## config.mk

```make
export PLATFORM = sky130hd
export DESIGN_NAME = cell_pos_reader
export DESIGN_NICKNAME = d
export VERILOG_FILES = /design/src/rtl/cell_pos_reader.sv
export SDC_FILE = /design/constraint.sdc
export NUM_CORES = 1
export LEC_CHECK = 0
export ABC_AREA = 1
export ABC_CLOCK_PERIOD_IN_PS = 10100
export BUFFER_PORTS_ARGS = -buffer_cell sky130_fd_sc_hd__buf_2
export CAP_MARGIN = 20
export CORE_UTILIZATION = 45
export CTS_CLUSTER_SIZE = 28
export DETAILED_ROUTE_END_ITERATION = 10
export PLACE_DENSITY = 0.7
export SETUP_SLACK_MARGIN = 0.05
export SYNTH_ARGS = -nofsm -noshare
export SYNTH_HDL_FRONTEND = slang
export SYNTH_SLANG_ARGS = --single-unit
```

## constraint.sdc

```tcl
create_clock -name clock -period 10.1 [get_ports clock]
set_clock_uncertainty 0.15 [all_clocks]
set_input_delay 1.01 -clock clock [delete_from_list [all_inputs] [get_ports clock]]
set_output_delay 1.01 -clock clock [all_outputs]
set_load 0.02 [all_outputs]
```

## src/rtl/cell_pos_reader.sv

```systemverilog
// Read-side client for a per-cell position memory: fetches the particle count
// at address 0, then streams particles 1..count on a valid/ready port.
module cell_pos_reader #(
  parameter int DATA_WIDTH   = 96,
  parameter int ADDR_WIDTH   = 8,
  parameter int PARTICLE_NUM = 220,
  parameter int FIFO_DEPTH   = 4
) (
  input  logic                  clock,
  input  logic                  rst_n,
  input  logic                  start,
  output logic                  busy,
  output logic                  done,
  output logic [ADDR_WIDTH-1:0] particle_count,
  output logic                  count_err,
  output logic [ADDR_WIDTH-1:0] mem_address,
  output logic                  mem_rden,
  output logic                  mem_wren,
  output logic [DATA_WIDTH-1:0] mem_data,
  input  logic [DATA_WIDTH-1:0] mem_q,
  output logic                  out_valid,
  input  logic                  out_ready,
  output logic [DATA_WIDTH-1:0] out_data,
  output logic [ADDR_WIDTH-1:0] out_index,
  output logic                  out_last
);

  localparam int PTR_W = $clog2(FIFO_DEPTH);
  localparam int OCC_W = PTR_W + 1;
  localparam logic [ADDR_WIDTH-1:0] MAX_CNT = ADDR_WIDTH'(PARTICLE_NUM - 1);

  typedef enum logic [2:0] {IDLE, RD_CNT, WAIT_CNT, STREAM, DRAIN, FIN} state_t;

  state_t                state, state_nx;
  logic [ADDR_WIDTH-1:0] next_addr, addr_q, issue_addr;
  logic                  issue;
  logic [1:0]            pipe_v;
  logic [ADDR_WIDTH-1:0] pipe_a0, pipe_a1;
  logic [ADDR_WIDTH-1:0] raw_cnt, cnt_clamped;
  logic                  cnt_over;

  logic [DATA_WIDTH-1:0] fifo_data [FIFO_DEPTH];
  logic [ADDR_WIDTH-1:0] fifo_idx  [FIFO_DEPTH];
  logic [PTR_W-1:0]      wr_ptr, rd_ptr;
  logic [OCC_W-1:0]      occ;
  logic                  fifo_empty, ret_valid, fifo_push, fifo_pop, hs;
  logic [1:0]            in_flight;
  logic [OCC_W:0]        pending;
  logic                  has_credit;

  assign raw_cnt     = mem_q[ADDR_WIDTH-1:0];
  assign cnt_over    = raw_cnt > MAX_CNT;
  assign cnt_clamped = cnt_over ? MAX_CNT : raw_cnt;

  assign in_flight  = {1'b0, pipe_v[0]} + {1'b0, pipe_v[1]};
  assign pending    = {1'b0, occ} + (OCC_W+1)'(in_flight);
  assign has_credit = pending < (OCC_W+1)'(FIFO_DEPTH);

  // Address 0 is only ever read as the count word, so it doubles as the tag.
  assign ret_valid  = pipe_v[1] && (pipe_a1 != '0);
  assign fifo_empty = (occ == '0);
  // Returning word bypasses an empty FIFO so the first beat appears on return.
  assign out_valid  = !fifo_empty || ret_valid;
  assign out_data   = !fifo_empty ? fifo_data[rd_ptr] : (ret_valid ? mem_q : '0);
  assign out_index  = !fifo_empty ? fifo_idx[rd_ptr] : (ret_valid ? pipe_a1 : '0);
  assign out_last   = out_valid && (out_index == particle_count);
  assign hs         = out_valid && out_ready;
  assign fifo_pop   = !fifo_empty && out_ready;
  assign fifo_push  = ret_valid && !(fifo_empty && out_ready);

  assign busy        = (state != IDLE);
  assign done        = (state == FIN);
  assign mem_rden    = issue;
  assign mem_address = issue ? issue_addr : addr_q;
  assign mem_wren    = 1'b0;
  assign mem_data    = '0;

  always_comb begin
    state_nx   = state;
    issue      = 1'b0;
    issue_addr = next_addr;
    case (state)
      IDLE:     if (start) state_nx = RD_CNT;
      RD_CNT: begin
        issue      = 1'b1;
        issue_addr = '0;
        state_nx   = WAIT_CNT;
      end
      WAIT_CNT: if (pipe_v[1]) state_nx = (cnt_clamped == '0) ? FIN : STREAM;
      STREAM: if (has_credit) begin
        issue = 1'b1;
        if (next_addr == particle_count) state_nx = DRAIN;
      end
      DRAIN:    if (hs && out_last) state_nx = FIN;
      FIN:      state_nx = IDLE;
      default:  state_nx = IDLE;
    endcase
  end

  always_ff @(posedge clock or negedge rst_n) begin
    if (!rst_n) begin
      state          <= IDLE;
      next_addr      <= '0;
      addr_q         <= '0;
      particle_count <= '0;
      count_err      <= 1'b0;
      pipe_v         <= '0;
      pipe_a0        <= '0;
      pipe_a1        <= '0;
    end else begin
      state   <= state_nx;
      pipe_v  <= {pipe_v[0], issue};
      pipe_a0 <= issue_addr;
      pipe_a1 <= pipe_a0;
      if (issue) addr_q <= issue_addr;
      if (state == IDLE && start) begin
        particle_count <= '0;
        count_err      <= 1'b0;
      end
      if (state == WAIT_CNT && pipe_v[1]) begin
        particle_count <= cnt_clamped;
        count_err      <= cnt_over;
        next_addr      <= ADDR_WIDTH'(1);
      end
      if (state == STREAM && issue) next_addr <= next_addr + 1'b1;
    end
  end

  always_ff @(posedge clock or negedge rst_n) begin
    if (!rst_n) begin
      wr_ptr <= '0;
      rd_ptr <= '0;
      occ    <= '0;
    end else begin
      if (fifo_push) wr_ptr <= wr_ptr + 1'b1;
      if (fifo_pop)  rd_ptr <= rd_ptr + 1'b1;
      if (fifo_push && !fifo_pop)      occ <= occ + 1'b1;
      else if (!fifo_push && fifo_pop) occ <= occ - 1'b1;
    end
  end

  always_ff @(posedge clock) begin
    if (fifo_push) begin
      fifo_data[wr_ptr] <= mem_q;
      fifo_idx[wr_ptr]  <= pipe_a1;
    end
  end

endmodule

```

==> results by group, run 1 <==
Outcome
  – Status: finished, final reports clean

Synth
  – Largest area contributor in the netlist: edfxtp_1
  – Post-synth cell types: 37
  – Syn_area_per_cell: 12.5 um2
  – Post-Synth Simple-Gate Area: 8.05%
  – YS warnings: 0
  – Post-synth top area share: 62.3%
  – Post-synthesis mux area share: 0%
  – Mapped Cells: 1606
  – Number of synthesized flops with an enable pin: 416
  – Main combinational cell family by area after synthesis: compound AO/OA/AOI/OAI gates
  – Main synth FF type: edfxtp_1
  – #FFs+latches synth: 469
  – Async S/R FF share, synth: 11.3%
  – Synth Area in Adders: 0.474%
  – Synthesized area: 20100 um2
  – Main area contributors after synthesis: edfxtp_1, dfrtp_1, nand2_1
  – Proportion of synthesized chip area in sequential cells: 68.9%
  – Xor and xnor fraction of the mapped netlist area: 0.480%
  – Post-synthesis compound-gate area fraction: 14.5%

Die
  – # rows: 76
  – Starting Density: 46.1%
  – Core area: 43600 um2
  – Die W: 213 um
  – Die Y: 213 um
  – I/O pin total: 323
  – Die area: 45400 um2

Clock tree
  – Worst-case clock buffer depth: 3
  – Num CTS Buffers: 49
  – # hold bufs at CTS: 0
  – Clk root buf: clkbuf_16
  – CTS resizes: 0
  – Clk sinks: 469
  – CTS tree: built
  – Clock transition at path regs: 0.06 ns
  – H-tree lvl count: 2
  – Setup Buffers After CTS: 0
  – Skew-Pair Late Insertion Delay: 0.58 ns

Place
  – Dpl hpwl: 25900 um
  – Cell count after placement: 2327
  – IO buf count: 225
  – Routability Congestion: 0.897

Power
  – P_leak: 8.79 nW
  – P per Cell Area: 341 nW/um2
  – Max rail drop VDD: 0.232 mV

Finish
  – Most common cell after layout, fill and taps aside: edfxtp_1
  – Most frequent cells in the layout: edfxtp_1, nand2_1, buf_2
  – Fin nets: 1900
  – Fill cells: 3708
  – Fin util: 52.7%
  – P&R area growth vs syn: 14.5%
  – Share of layout cells above drive strength 1: 23.2%
  – Fin cells: 2423

Critical path
  – Worst setup EP type: output pin
  – Worst path required time: 8.94 ns
  – R2R setup slack: 5.97 ns
  – Worst-path fanout max: 113
  – Critical Path Source Type: register
  – WP data arrival: 4.37 ns
  – Reg2Reg Launch Point: rd_ptr[0]
  – R2r endpoint: state[2]
  – R2R depth: 13
  – Kind of critical path: register to output pin

STA
  – Final period demand of the worst path: 5.53 ns
  – RSZ-0062 raised after global routing: false
  – F_max: 0.181 GHz
  – # setup viols final: 0
  – Setup tns final: 0 ns
  – Max-slew violations: 0
  – Period utilization: 54.8%
  – Worst slew margin: 28.8%
  – Worst Tran Pin Value: 1.06 ns
  – Fin. Hold Viols: 0

Hold path
  – Hold WC Path Type: register to register
  – Hold Path Origin: pipe_a0[3]
  – Worst hold stages: 0
  – Sink of the worst hold path: pipe_a1[3]

Run
  – Total of max-cap violations: 0

Drt
  – DR pass1 iterations: 5
  – Wire per inst: 19.6 um
  – WL final: 47600 um
  – DR DRC count: 0
  – WL met3: 3180 um
  – Vias per inst: 5.53
  – DRT iter0 DRCs: 1063
  – Post-DRT Antenna Nets: 0
  – M1 WL: 20500 um
  – Highest metal used: met5
  – Via count: 13400
  – DR WL met2: 23000 um

Global routing
  – GRT Residual Overflow: 0
  – Vias in the first global route: 12900
  – First-pass GRT wire length: 71800 um
  – Initial antenna violation count: 5
  – Overall routing resource usage: 20.5%
  – Largest net degree at the start of global routing: 114
synth_stat cells (2+ instances only):
library cell	n
xnor2_1	3
dfrtp_1	53
a31o_2	97
o21ai_1	3
nor2_1	38
buf_6	2
o32ai_1	2
nor3_1	4
nand2_1	309
clkinv_1	2
o21ai_0	23
o22ai_1	3
buf_4	99
edfxtp_1	416
xor2_1	8
inv_2	4
a21oi_1	200
nand4_1	6
inv_1	75
ha_1	6
clkbuf_1	36
nand3_1	45
buf_1	3
a221oi_1	96
buf_2	61
power breakdown:
part / switching, mW / internal (mW)
combinational: 2.18 / 1.09
clock: 0.749 / 1.18
sequential: 0.213 / 2.44
worst max path at each step:
stage / startpoint / slack, ns / depth (start not counted) / to
finish: rd_ptr[0] / 4.57 / 11 / out_last
global route: rd_ptr[0] / 4.14 / 14 / out_last
CTS: rd_ptr[0] / 4.49 / 12 / out_last
detailed placement: rd_ptr[0] / 5.13 / 14 / out_last
global placement: rd_ptr[0] / 5.18 / 14 / out_last
floorplan: out_ready / 3.77 / 3 / fifo_data[0][0]
layer usage:
layer	GRT usage, %	vias up
li1	-	6116
met1	27.8	6683
met2	33.3	543
met3	3.68	60
met4	7.19	2
met5	0	-
cell families after synthesis:
kind of cell | count (synthesis)
flops | 469
compound gates | 430
simple gates | 406
buf+inv | 282
xor+xnor | 11
fa+ha+maj | 7
other cells | 1
cell type report:
type	count	area [um2]	share of cell area [%]
flip-flops and latches	469	13800	60.2
diodes	5	12.5	0.0545
repair buffers	241	1250	5.42
well taps	585	732	3.19
clock buffers	58	1300	5.67
inverters	81	318	1.38
multi-input cells	951	5110	22.2
clock inverters	33	428	1.86
per-stage QoR:
| step | area (um2) | hold WS, ns | setup slack [ns] | total power, mW |
|---|---|---|---|---|
| 3_5_place_dp | 21200 | 0.186 | 5.13 | 5.96 |
| 3_3_place_gp | 21200 | 0.185 | 5.18 | 5.94 |
| 6_report | 23000 | 0.197 | 4.57 | 7.84 |
| 5_1_grt | 23000 | 0.205 | 4.14 | 8.28 |
| 4_1_cts | 23000 | 0.198 | 4.49 | 7.91 |
| 2_1_floorplan | 20400 | 0.181 | 3.77 | 5.02 |
sequential cells by signal, indices dropped and copies added, names as in the netlist, 3 cells and up:
signal / flops
next_addr: 8
addr_q: 8
state: 3
fifo_data: 384
fifo_idx: 32
pipe_a1: 8
particle_count: 8
occ: 3
pipe_a0: 8
worst max-delay path: stages (launching register included):
cell and delay (ns):
dfrtp_4 0.86, inv_6 0.79, buf_4 0.86, nand2_1 0.13, nand3_1 0.12, nand2_1 0.07, nand2_1 0.05, nand2_1 0.10
xor2_1 0.15, nor2_1 0.13, and3_1 0.24, buf_2 0.19
No activity file was read; power rests on OpenSTA's default activity.
==> run 2: changes to the inputs <==
--- a/config.mk
+++ b/config.mk
@@ -6,7 +6,7 @@
 export NUM_CORES = 1
 export LEC_CHECK = 0
 export ABC_AREA = 1
-export ABC_CLOCK_PERIOD_IN_PS = 10100
+export ABC_CLOCK_PERIOD_IN_PS = 5600
 export BUFFER_PORTS_ARGS = -buffer_cell sky130_fd_sc_hd__buf_2
 export CAP_MARGIN = 20
 export CORE_UTILIZATION = 45
==> constraint.sdc (replaced) <==
create_clock -name clock -period 5.6 [get_ports clock]
set_clock_uncertainty 0.15 [all_clocks]
set_input_delay 0.56 -clock clock [delete_from_list [all_inputs] [get_ports clock]]
set_output_delay 0.56 -clock clock [all_outputs]
set_load 0.02 [all_outputs]
==> run 2 against run 1 <==
Net effect: via count is 0.21% higher; global-route usage is 0.23 points lower; sequential power is 78% higher; routed wire length is 1.6% lower; clock power is 69% higher; critical endpoint is now out_data[40]; highest routed layer is now met4.
==> results by group, run 2 (same netlist as run 1, synthesis figures left out) <==
Global routing
  – Largest net degree at the start of global routing: 121
  – Vias in the first global route: 13000
  – Initial antenna violation count: 0
  – First-pass GRT wire length: 71400 um
  – Overall routing resource usage: 20.3%
  – GRT Residual Overflow: 0

Finish
  – P&R area growth vs syn: 14.4%
  – Fill cells: 3740
  – Max FFs per register: 384
  – ANT cells: 0
  – Most frequent cells in the layout: edfxtp_1, nand2_1, buf_2
  – Most common cell after layout, fill and taps aside: edfxtp_1
  – Fin nets: 1902
  – Top Registers: fifo_data (384), fifo_idx (32)
  – Share of layout cells above drive strength 1: 23.0%
  – Top reg by flops: fifo_data

Power
  – Max rail drop VDD: 0.418 mV
  – P per Cell Area: 610 nW/um2
  – P_leak: 8.77 nW

STA
  – # setup viols final: 0
  – Setup tns final: 0 ns
  – Fin. Hold Viols: 0
  – Final period demand of the worst path: 4.24 ns
  – RSZ-0062 raised after global routing: false
  – Worst Tran Pin Value: 1.02 ns
  – Hold slack final: 0.0627 ns
  – Worst slew margin: 31.7%
  – Max-slew violations: 0
  – Period utilization: 75.7%
  – F_max: 0.236 GHz

Critical path
  – R2R depth: 10
  – Reg2Reg Launch Point: pipe_a1[7]
  – Worst setup EP type: output pin
  – Kind of critical path: register to output pin
  – CP startpoint: rd_ptr[1]
  – WP data arrival: 3.53 ns
  – R2R setup slack: 1.77 ns
  – R2r endpoint: fifo_data[3][58]
  – Worst-path fanout max: 74
  – Critical Path Source Type: register
  – Worst path required time: 4.89 ns

Clock tree
  – Clock transition at path regs: 0.06 ns
  – CTS tree: built
  – Setup Buffers After CTS: 0
  – Worst-case clock buffer depth: 3
  – Clk root buf: clkbuf_16
  – CTS resizes: 0
  – H-tree lvl count: 2
  – Clk sinks: 469
  – Num CTS Buffers: 49
  – Skew-Pair Late Insertion Delay: 0.58 ns

Drt
  – Vias per inst: 5.56
  – Highest metal used: met4
  – Wire per inst: 19.4 um
  – DR DRC count: 0
  – WL final: 46800 um
  – Post-DRT Antenna Nets: 0
  – DR pass1 iterations: 5
  – WL met3: 3380 um
  – M1 WL: 20400 um
  – DRT iter0 DRCs: 1195
  – DR WL met2: 22100 um
  – Via count: 13400

Die
  – Die Y: 213 um
  – I/O pin total: 323
  – # rows: 76
  – Core area: 43600 um2
  – Starting Density: 46.1%
  – Die W: 213 um
  – Die area: 45400 um2

Hold path
  – Hold Path Origin: mem_q[67]
  – Worst hold stages: 1
  – Sink of the worst hold path: fifo_data[3][67]
  – Hold WC Path Type: input pin to register

Outcome
  – Status: finished, final reports clean

Place
  – IO buf count: 225
  – Dpl hpwl: 26300 um
  – Routability Congestion: 0.890

Run
  – Total of max-cap violations: 0
## run 2: cell types whose count changed in the layout (fill, tap and decap cells not counted), sizes merged, moves of 2 or more
cell,delta
bufinv,-4
clkinvlp,-2
clkbuf,+4
diode,-5
## run 2: worst max-delay path by stage
stage / cells after the start / slack (ns) / endpoint
after detailed placement: 10 / 1.82 / fifo_data[3][60]
after floorplan: 8 / -0.43 / fifo_data[0][0]
after global placement: 10 / 1.92 / fifo_data[3][60]
after global routing: 6 / 1.16 / out_data[31]
final: 6 / 1.36 / out_data[40]
after CTS: 6 / 1.28 / out_data[40]
## run 2: per-layer routing
| layer | track usage [%] | up-vias |
|---|---|---|
| met1 | 27.8 | 6706 |
| li1 | - | 6109 |
| met3 | 4.22 | 70 |
| met4 | 5.78 | 0 |
| met5 | 0 | - |
| met2 | 32.8 | 547 |
## run 2: power by group
part	internal [mW]	switching, mW	total (mW)
sequential	4.39	0.339	4.73
combinational	2.00	3.99	5.99
clock	1.96	1.30	3.26
total	8.36	5.63	14.0
## run 2: what timing repair did
item / CTS / global route
setup endpoints to repair: 0 / 0
endpoints found under the hold margin: 53 / 0
hold buffers: 1 / 0
## run 2: stage by stage
stage	std cells	cell area, um2	total power, mW	utilization (%)	setup slack, ns
after floorplan	1702	20400	9.05	-	-0.432
after global placement	2327	21300	10.7	48.9	1.92
after detailed placement	2327	21300	10.8	48.9	1.82
after CTS	2417	22900	14.0	52.6	1.28
after global routing	2418	22900	14.8	52.7	1.16
final	2418	22900	14.0	52.7	1.36
## run 2: layout make-up
cell class	count	area (um2)	share of cell area, %
inverters	81	318	1.39
multi-input cells	951	5110	22.3
well taps	585	732	3.19
flip-flops and latches	469	13800	60.3
clock buffers	62	1340	5.83
clock inverters	27	287	1.25
repair buffers	243	1330	5.81
## run 2: critical path: stages (launching register included)
cell and delay [ns]:
dfrtp_4 0.76, inv_4 0.82, buf_4 0.53, a21oi_1 0.08
a221oi_1 0.39, a31o_2 0.16, buf_2 0.15
